`src/rtl/irda_tx_fifo_pkg.sv`:
```
// Shared definitions for the IR-link serial transmitter.
//   tx_state_t       : frame FSM states (IDLE, START, DATA, PARITY, STOP)
//   PARITY_*         : encodings of the PARITY_MODE parameter
//   cnt_bits()       : register width needed to count 0..n-1
package irda_tx_pkg;

  typedef enum logic [2:0] {
    IDLE   = 3'd0,
    START  = 3'd1,
    DATA   = 3'd2,
    PARITY = 3'd3,
    STOP   = 3'd4
  } tx_state_t;

  localparam int PARITY_NONE = 0;
  localparam int PARITY_EVEN = 1;
  localparam int PARITY_ODD  = 2;

  // Width of a counter that runs 0..n-1 (at least one bit).
  function automatic int cnt_bits(input int n);
    return (n > 1) ? $clog2(n) : 1;
  endfunction

endpackage

```
`src/rtl/irda_tx_fifo_tx_fifo.sv`:
```
// Synchronous word FIFO with a registered level and full flag.
// Ports:
//   clk, reset      : clock, synchronous active-high reset (flushes contents)
//   push, wr_data   : write request and data; ignored while full
//   pop, rd_data    : read request and head-of-queue data (show-ahead)
//   full, empty     : status; full is a register, not decoded from level
//   level           : number of words stored
module tx_fifo
  import irda_tx_pkg::*;
#(
  parameter int DATA_W = 8,
  parameter int DEPTH  = 4   // power of 2, >= 2
) (
  input  logic                       clk,
  input  logic                       reset,
  input  logic                       push,
  input  logic [DATA_W-1:0]          wr_data,
  input  logic                       pop,
  output logic [DATA_W-1:0]          rd_data,
  output logic                       full,
  output logic                       empty,
  output logic [$clog2(DEPTH+1)-1:0] level
);

  localparam int PTR_W = cnt_bits(DEPTH);
  localparam int LVL_W = $clog2(DEPTH + 1);
  localparam logic [LVL_W-1:0] LVL_ALMOST = LVL_W'(DEPTH - 1);

  logic [DATA_W-1:0] mem [DEPTH];
  logic [PTR_W-1:0]  wr_ptr;
  logic [PTR_W-1:0]  rd_ptr;
  logic              do_push;
  logic              do_pop;

  // A push while full is dropped even if a pop frees a slot on the same edge.
  assign do_push = push && !full;
  assign do_pop  = pop && !empty;
  assign empty   = (level == '0);
  assign rd_data = mem[rd_ptr];

  // NOTE: sequential state uses non-blocking assignments so every register
  // samples pre-edge values regardless of statement order.
  always_ff @(posedge clk) begin
    if (reset) begin
      wr_ptr <= '0;
      rd_ptr <= '0;
      level  <= '0;
      full   <= 1'b0;
    end else begin
      if (do_push) wr_ptr <= wr_ptr + 1'b1;
      if (do_pop)  rd_ptr <= rd_ptr + 1'b1;
      case ({do_push, do_pop})
        2'b10: begin
          level <= level + 1'b1;
          full  <= (level == LVL_ALMOST);
        end
        2'b01: begin
          level <= level - 1'b1;
          full  <= 1'b0;
        end
        default: ;  // idle, or push+pop: level unchanged
      endcase
    end
  end

  // NOTE: storage is deliberately not reset; pointers and level define which
  // entries are valid, and an unreset array maps onto plain RAM/flops.
  always_ff @(posedge clk) begin
    if (do_push) mem[wr_ptr] <= wr_data;
  end

endmodule

```
`src/rtl/irda_tx_fifo.sv`:
```
// Buffered asynchronous-frame transmitter for the IR link (IRDA_TXD).
// Frame: start bit, DATA_W data bits LSB first, optional parity, STOP_BITS
// stop bits; each bit lasts BIT_DIV = CLK_HZ/BAUD clocks. Buffered words go
// out back-to-back with no idle gap.
// Build option: define IRDA_PULSE_EN for IrDA SIR encoding (a 3/16-bit high
// pulse for each logical 0, idle low); otherwise Dout is plain NRZ, idle high.
// Ports:
//   CLOCK_50   : system clock, rising edge
//   reset      : synchronous active-high; abandons the frame, flushes FIFO
//   send_en    : write valid, accepted when ready is high
//   Din        : write data
//   ready      : FIFO not full
//   busy       : frame in progress
//   fifo_level : words buffered, excluding the word being shifted
//   Dout       : registered serial line output
module irda_tx_fifo
  import irda_tx_pkg::*;
#(
  parameter int CLK_HZ      = 50_000_000,
  parameter int BAUD        = 115_200,
  parameter int DATA_W      = 8,
  parameter int PARITY_MODE = 0,
  parameter int STOP_BITS   = 1,
  parameter int FIFO_DEPTH  = 4
) (
  input  logic                            CLOCK_50,
  input  logic                            reset,
  input  logic                            send_en,
  input  logic [DATA_W-1:0]               Din,
  output logic                            ready,
  output logic                            busy,
  output logic [$clog2(FIFO_DEPTH+1)-1:0] fifo_level,
  output logic                            Dout
);

  localparam int BIT_DIV = CLK_HZ / BAUD;
  localparam int BAUD_W  = cnt_bits(BIT_DIV);
  localparam int IDX_W   = cnt_bits((DATA_W > STOP_BITS) ? DATA_W : STOP_BITS);
  localparam logic [BAUD_W-1:0] BAUD_LAST = BAUD_W'(BIT_DIV - 1);
  localparam logic [IDX_W-1:0]  DATA_LAST = IDX_W'(DATA_W - 1);
  localparam logic [IDX_W-1:0]  STOP_LAST = IDX_W'(STOP_BITS - 1);
  localparam logic              ODD_INV   = (PARITY_MODE == PARITY_ODD);
`ifdef IRDA_PULSE_EN
  localparam int                PULSE_W    = (BIT_DIV * 3) / 16;
  localparam logic [BAUD_W-1:0] PULSE_END  = BAUD_W'(PULSE_W);
  localparam logic              IDLE_LEVEL = 1'b0;
`else
  localparam logic              IDLE_LEVEL = 1'b1;
`endif

  tx_state_t         state, state_n;
  logic [BAUD_W-1:0] baud_cnt, baud_n;
  logic [IDX_W-1:0]  bit_idx, idx_n;
  logic [DATA_W-1:0] shift, shift_n;
  logic              par_acc, par_n;
  logic              bit_end;
  logic              load;
  logic              line_n;
  logic              dout_n;

  logic [DATA_W-1:0] fifo_data;
  logic              fifo_full;
  logic              fifo_empty;

  tx_fifo #(
    .DATA_W (DATA_W),
    .DEPTH  (FIFO_DEPTH)
  ) u_fifo (
    .clk     (CLOCK_50),
    .reset   (reset),
    .push    (send_en),
    .wr_data (Din),
    .pop     (load),
    .rd_data (fifo_data),
    .full    (fifo_full),
    .empty   (fifo_empty),
    .level   (fifo_level)
  );

  assign ready   = !fifo_full;
  assign busy    = (state != IDLE);
  assign bit_end = (baud_cnt == BAUD_LAST);

  // NOTE: every signal written here gets a default first, so no path leaves
  // a variable unassigned and no latch is inferred.
  always_comb begin
    state_n = state;
    idx_n   = bit_idx;
    shift_n = shift;
    par_n   = par_acc;
    load    = 1'b0;
    baud_n  = (state == IDLE || bit_end) ? '0 : baud_cnt + 1'b1;

    case (state)
      IDLE:  load = !fifo_empty;
      START: if (bit_end) state_n = DATA;
      DATA: begin
        if (bit_end) begin
          shift_n = shift >> 1;
          par_n   = par_acc ^ shift[0];
          if (bit_idx == DATA_LAST) begin
            idx_n   = '0;
            state_n = (PARITY_MODE != PARITY_NONE) ? PARITY : STOP;
          end else begin
            idx_n = bit_idx + 1'b1;
          end
        end
      end
      PARITY: if (bit_end) state_n = STOP;
      STOP: begin
        if (bit_end) begin
          if (bit_idx == STOP_LAST) begin
            idx_n = '0;
            // Chain straight into the next frame when a word is waiting.
            if (fifo_empty) state_n = IDLE;
            else            load    = 1'b1;
          end else begin
            idx_n = bit_idx + 1'b1;
          end
        end
      end
      default: state_n = IDLE;
    endcase

    if (load) begin
      state_n = START;
      shift_n = fifo_data;
      par_n   = 1'b0;
      idx_n   = '0;
    end

    // Logical level of the bit that will be on the line after this edge.
    case (state_n)
      START:   line_n = 1'b0;
      DATA:    line_n = shift_n[0];
      PARITY:  line_n = par_n ^ ODD_INV;
      default: line_n = 1'b1;
    endcase

`ifdef IRDA_PULSE_EN
    dout_n = !line_n && (baud_n < PULSE_END);
`else
    dout_n = line_n;
`endif
  end

  // Dout is registered from next-state values so the pin is glitch-free and
  // still changes on the same edge as the FSM.
  always_ff @(posedge CLOCK_50) begin
    if (reset) begin
      state    <= IDLE;
      baud_cnt <= '0;
      bit_idx  <= '0;
      shift    <= '0;
      par_acc  <= 1'b0;
      Dout     <= IDLE_LEVEL;
    end else begin
      state    <= state_n;
      baud_cnt <= baud_n;
      bit_idx  <= idx_n;
      shift    <= shift_n;
      par_acc  <= par_n;
      Dout     <= dout_n;
    end
  end

endmodule

```
`config.mk`:
```
export PLATFORM = sky130hd
export DESIGN_NAME = irda_tx_fifo
export DESIGN_NICKNAME = d
export VERILOG_FILES = /design/src/rtl/irda_tx_fifo_pkg.sv /design/src/rtl/irda_tx_fifo_tx_fifo.sv /design/src/rtl/irda_tx_fifo.sv
export SDC_FILE = /design/constraint.sdc
export NUM_CORES = 1
export LEC_CHECK = 0
export CORE_MARGIN = 2
export CORE_UTILIZATION = 40
export DETAILED_ROUTE_END_ITERATION = 10
export GPL_ROUTABILITY_DRIVEN = 0
export PLACE_DENSITY = 0.62
export SLEW_MARGIN = 20
export SYNTH_ARGS = -nofsm -noshare
export SYNTH_HDL_FRONTEND = slang
export SYNTH_HIERARCHICAL = 1
export SYNTH_SLANG_ARGS = --single-unit
```
`constraint.sdc`:
```
create_clock -name CLOCK_50 -period 5 [get_ports CLOCK_50]
set_clock_uncertainty 0.05 [all_clocks]
set_input_delay 0.5 -clock CLOCK_50 [delete_from_list [all_inputs] [get_ports CLOCK_50]]
set_output_delay 0.5 -clock CLOCK_50 [all_outputs]
set_load 0.05 [all_outputs]
```
# Word level (Yosys, flattened, before mapping)
# Memories as Yosys holds them, arrays and structs flattened. A register that Yosys moved wholly into a read port is not among the register bits.
# Cells that the tools add are included.
[totals]
memories = 1
out_inout_bits = 6
regBits = 33
mem_bits_rw = 32
wordCells = 81
in_bits = 11
[op_classes]
eq_ne = 14
n_reduce_logical = 17
n_mux = 31
bitwise = 1
add_sub_neg = 6
[mem_list]
columns = ["memory", "depth", "width", "rd", "rd_ports_with_merged_regs", "write_ports", "line", "source"]
rows = [
  ["u_fifo.mem", 4, 8, 1, 1, 1, "irda_tx_fifo_tx_fifo.sv:29", "logic [DATA_W-1:0] mem [DEPTH];"],
]
[ops]
columns = ["operator", "count"]
rows = [
  ["$mux W3", 12],
  ["$mux W8", 3],
  ["$eq A3 B2 Y1 const B", 5],
  ["$pmux W3 S5", 1],
  ["$pmux W3 S2", 2],
  ["$add A9 B1 Y9 const B", 1],
  ["$eq A9 B9 Y1 const B", 1],
  ["$logic_not A3 Y1", 3],
  ["$mux W1", 8],
  ["$reduce_bool A2 Y1", 4],
  ["$add A3 B1 Y3 const B", 2],
  ["$eq A3 B1 Y1 const B", 2],
  ["$eq A3 B3 Y1 const B", 2],
  ["$add A2 B1 Y2 const B", 2],
  ["$mux W2", 2],
  ["$ne A2 B2 Y1 const B", 2],
  ["$pmux W1 S2", 2],
  ["$reduce_or A2 Y1", 2],
  ["$pmux W1 S3", 1],
  ["$reduce_and A3 Y1", 1],
  ["$reduce_bool A3 Y1", 1],
  ["$sub A3 B1 Y3 const B", 1],
  ["$eq A2 B1 Y1 const B", 1],
  ["$eq A2 B2 Y1 const B", 1],
  ["5 further kinds", 7],
]

# Depth between registers and ports, before layout
[logic_depth]
ltp_word = 8
depth_mapped = 14
ltp_nobuf = 14

# By module
# Netlist, hierarchy kept.
[modules_own_cells]
columns = ["mod", "seq_area_each_um2", "cells_per_inst", "area_each_um2", "n_inst"]
rows = [
  ["tx_fifo", 1161.1, 108, 1725.4, 1],
  ["irda_tx_fifo", 500.5, 133, 1242.4, 1],
]

# Worst setup path after synthesis
# No wires, ideal clock.
[synth_timing]
path_type = "flip-flop to flip-flop"
from = "reg u_fifo.level[2]"
to = "reg u_fifo.level[2]"
arrival_time_ns = 3.065
required_ns = 4.855
setup_time_ns = 0.095
synth_period_minus_slack_ns = 3.211
path_stages_with_launch = 12
slack_ns = 1.789
n_path_buf = 1
cell_sequence = "dfxtp_1 > buf_6 > nor3_1 > or3_1 > a21o_1 > clkinv_1 > o31a_1 > ha_1 > xor2_1 > ha_1 > or4b_1 > o311ai_1"
[synth_between]
elab_chain_cells = 8
word_cells_on_any_way = 13
classes_between = "add/sub: 2; eq/ne: 2; mux: 5; reduce/logical: 4"
[synth_rtl]
columns = ["element", "line", "source"]
rows = [
  ["start, declared", "irda_tx_fifo_tx_fifo.sv:22", "output logic [$clog2(DEPTH+1)-1:0] level"],
  ["start signal, assigned", "irda_tx_fifo_tx_fifo.sv:54", "level <= level + 1'b1;"],
  ["start signal, assigned", "irda_tx_fifo_tx_fifo.sv:58", "level <= level - 1'b1;"],
  ["$logic_not A3 Y1 (*)", "irda_tx_fifo_tx_fifo.sv:38", "assign empty = (level == '0);"],
  ["via fifo_empty", "irda_tx_fifo.sv:63", "logic fifo_empty;"],
  ["$mux W1", "irda_tx_fifo.sv:115", "if (fifo_empty) state_n = IDLE;"],
  ["$mux W1", "irda_tx_fifo.sv:112", "if (bit_idx == STOP_LAST) begin"],
  ["$mux W1", "irda_tx_fifo.sv:111", "if (bit_end) begin"],
  ["$pmux W1 S2 (*)", "irda_tx_fifo.sv:94", "case (state)"],
  ["via load", "irda_tx_fifo.sv:57", "logic load;"],
  ["$logic_and A1 B1 Y1 (*)", "irda_tx_fifo_tx_fifo.sv:37", "assign do_pop = pop && !empty;"],
  ["via u_fifo.do_pop", "irda_tx_fifo_tx_fifo.sv:33", "logic do_pop;"],
  ["$eq A2 B1 Y1 or $eq A2 B2 Y1 (tied branches)", "irda_tx_fifo_tx_fifo.sv:52", "case ({do_push, do_pop})"],
  ["$pmux W3 S2 or $reduce_bool A2 Y1 (tied branches)", "n/a", ""],
]
# The timed path passes the listed nets; every way through them passes the cells marked *.
# A chain may end at the register's enable or synchronous reset.

# Worst setup path after layout
[layout_timing]
from = "reg baud_cnt[1]"
to = "reg u_fifo.level[2]"
[layout_between]
elab_chain_cells = 6
word_cells_on_any_way = 8
classes_between = "eq/ne: 3; mux: 3; reduce/logical: 2"
[layout_rtl]
columns = ["element", "line", "source"]
rows = [
  ["start, declared", "irda_tx_fifo.sv:52", "logic [BAUD_W-1:0] baud_cnt, baud_n;"],
  ["start signal, assigned", "irda_tx_fifo.sv:159", "baud_cnt <= baud_n;"],
  ["$eq A9 B9 Y1 (*)", "irda_tx_fifo.sv:82", "assign bit_end = (baud_cnt == BAUD_LAST);"],
  ["$mux W1 (*)", "irda_tx_fifo.sv:111", ""],
  ["$pmux W1 S2 (*)", "irda_tx_fifo.sv:94", ""],
  ["via load", "irda_tx_fifo.sv:57", ""],
  ["$logic_and A1 B1 Y1 (*)", "irda_tx_fifo_tx_fifo.sv:37", ""],
  ["via u_fifo.do_pop", "irda_tx_fifo_tx_fifo.sv:33", ""],
  ["$eq A2 B1 Y1 or $eq A2 B2 Y1 (tied branches)", "irda_tx_fifo_tx_fifo.sv:52", ""],
  ["$pmux W3 S2 or $reduce_bool A2 Y1 (tied branches)", "n/a", ""],
]
# Marks and branches as above.

==> results.md <==
* Status: finished, final reports clean
* Async SR Flop Fraction at 0%
* Die H at 90.1 µm
* Design Power at 1.47 mW
* Setup bufs post-CTS at 0
* Top layer in use: met4
* CTS clk-pin slew, worst paths at 70 ps
* Post-layout util at 46.8%
* P_leak at 1.19 nW
* Most frequent cells in the layout: dfxtp_1, nor2_1, edfxtp_1
* Max cap viols at 0
* Ys flop type: dfxtp_1
* Worst slew margin relative to its limit at 58.8%
* Layout Nets at 282
* Slew Limit Fails at 0
* Multiplexer share of the synthesized area at 9.78%
* CTS Root Cell: clkbuf_8
* Fmax achieved at 0.286 GHz
* Synth Instances at 241
* Crit path kind: register to register
* DR WL met2 at 2140 µm
* Post-Syn Area at 0.00297 mm²
* WL met3 at 189 µm
* Hold_buf cts at 0
* Post-Route Setup TNS at 0 ps
* CTS tree: built
* Share of cells above drive strength 1 at 13.6%
* Crit. End Element: register
* Synth Area in Compound Gates at 7.42%
* Vias/cell at 4.87
* DRC at 0
* Measured slew at the worst slew-check pin at 616 ps
* Worst-Skew Late Latency at 340 ps
* Final Routed Wirelength at 4710 µm
* Area share of and/or/nand/nor cells after synthesis at 15.3%
* Tmin final at 3490 ps
* Worst Hold Class: register to register
* Ys Warns at 6
* Final period utilization at 69.9%
* Synthesized area per cell at 12.3 µm²
* FF+latch count, synth at 67
* I/O pin count at 17
* Hold slack at 425 ps
* Core area at 0.00721 mm²
* Drt wl/cell at 13.0 µm
* Antenna-violating nets left at 0
* Syn Nets at 263
* WP data arrival at 3690 ps
* Total track usage at 12.7%
* Die area at 0.00812 mm²
* Port bufs at 16
* RSZ-0062 raised after global routing: no
* Adder-Cell Fraction of Synth Area at 4.64%
* Starting Density at 41.1%
* Endpoints failing setup at 0
* Inserted Clock Buffers at 9
* Die Width at 90.1 µm
* Initial antenna violation count at 0
* Iteration-0 DRC Markers at 42
* Maximum vdd drop at 0.299 mV
* Startpoint types: register
* Commonest non-fill, non-tap cell in the layout: dfxtp_1
* Max Fanout on Critical Path at 16
* Via Count at 1,771
* Largest net degree at the start of global routing at 34
* H-Tree Depth at 3
* Hold Vio Cnt, Final at 0
* Pwr dens at 434 mW/mm²
* XOR/XNOR share of the synthesized area at 3.84%
* Worst-case clock buffer depth at 2
* Vias in the first global route at 1,717
* Grt total ovfl at 0
* WP data required at 5200 ps
* Sequential share of the synthesized area at 56.0%
* Drt pass-1 iters at 4
* M1 wire length at 2320 µm
* Num rows at 31
* First-pass GRT wire length at 8060 µm
* Area Growth Syn to Fin at 13.9%
* Post-synth EDFFs at 32
* Post-synthesis cell type count at 53
* Largest family of logic cells by synthesized area: simple AND/OR/NAND/NOR gates
* Antenna Cells at 0
* CTS Sinks at 67
* Hpwl dp at 3180 µm
* Resized Gates After CTS at 0
[worst max-delay path, cell delays in order (launching register included)]
cell and delay (ps):
dfxtp_1 380, inv_1 60, ha_1 170, and4b_2 250
nand3_1 90, a21o_1 400, clkinv_1 390, o31a_1 260
ha_1 270, xor2_1 160, ha_1 220, or4b_1 480
o311ai_1 220
[flip-flops by register name, indices dropped and copies added (netlist names), named ones only]
register / cells
u_fifo/mem: 32
u_fifo/wr_ptr: 2
u_fifo/rd_ptr: 2
state: 3
shift: 8
Dout: 1
baud_cnt: 9
u_fifo/full: 1
u_fifo/level: 3
bit_idx: 3
par_acc: 1
[power breakdown]
| group | internal (mW) | switching [mW] | leakage, nW |
|---|---|---|---|
| registers | 0.643 | 0.0588 | 0.579 |
| clock network | 0.182 | 0.214 | 0.0876 |
| logic | 0.154 | 0.216 | 0.527 |
[layout make-up]
cell class / instances / area [µm²]
clock buffer: 9 / 124
clock inverter: 7 / 51.3
fill: 695 / 3830
inverter: 9 / 33.8
multi-input combinational: 156 / 1220
sequential: 67 / 1660
tap: 99 / 124
timing repair buffer: 17 / 168
[per-stage QoR]
step           std cells  cell area [µm²]  setup WS [ps]
4_1_cts              364             3380           1500
3_3_place_gp         348             3200           1620
2_1_floorplan        241             2970           1790
3_5_place_dp         348             3200           1510
5_1_grt              364             3380           1190
6_report             364             3380           1510
[cell families after synthesis]
family | count (synthesis)
muxes | 19
buffers and inverters | 18
adders and majority gates | 11
AOI/OAI and AO/OA | 28
DFF | 67
xor gates and xnor gates | 13
and+or+nand+nor | 85
[Yosys cell counts, drive strengths merged (2+ instances only)]
cell	n	area [µm²]
nor2b	4	25.0
or4b	2	23.8
a211oi	9	77.6
nand3	7	40.0
xnor2	7	61.3
mux2i	11	110
and2	6	41.3
a21boi	3	22.5
nand2	13	51.3
o21ai	3	18.8
a21oi	4	20.0
xor2	6	52.6
dfxtp	35	701
or3	2	12.5
inv	8	30.0
ha	11	138
nand2b	2	12.5
nor2	33	124
edfxtp	32	961
mux4	8	180
buf	6	35.0
clkbuf	2	7.51
nor4	3	18.8
nor3	6	30.0
[worst paths after layout]
check,depth (start not counted),slack [ps],endpoint,start
worst max-delay path,12,1510,u_fifo/level[2]$_SDFFE_PP0P_,baud_cnt[1]$_SDFF_PP0_
worst min-delay path,2,430,shift[7]$_SDFFE_PP0P_,shift[7]$_SDFFE_PP0P_
worst max register to register,12,1510,u_fifo/level[2]$_SDFFE_PP0P_,baud_cnt[1]$_SDFF_PP0_
worst min register to register,2,430,shift[7]$_SDFFE_PP0P_,shift[7]$_SDFFE_PP0P_
[metal layers]
metal  track usage, %  vias to the layer above
met5                0                        -
met1             16.4                      828
met2             19.4                       27
met4             4.62                        0
met3             5.20                        6
li1                 -                      910
(Power assumes the default switching activity.)
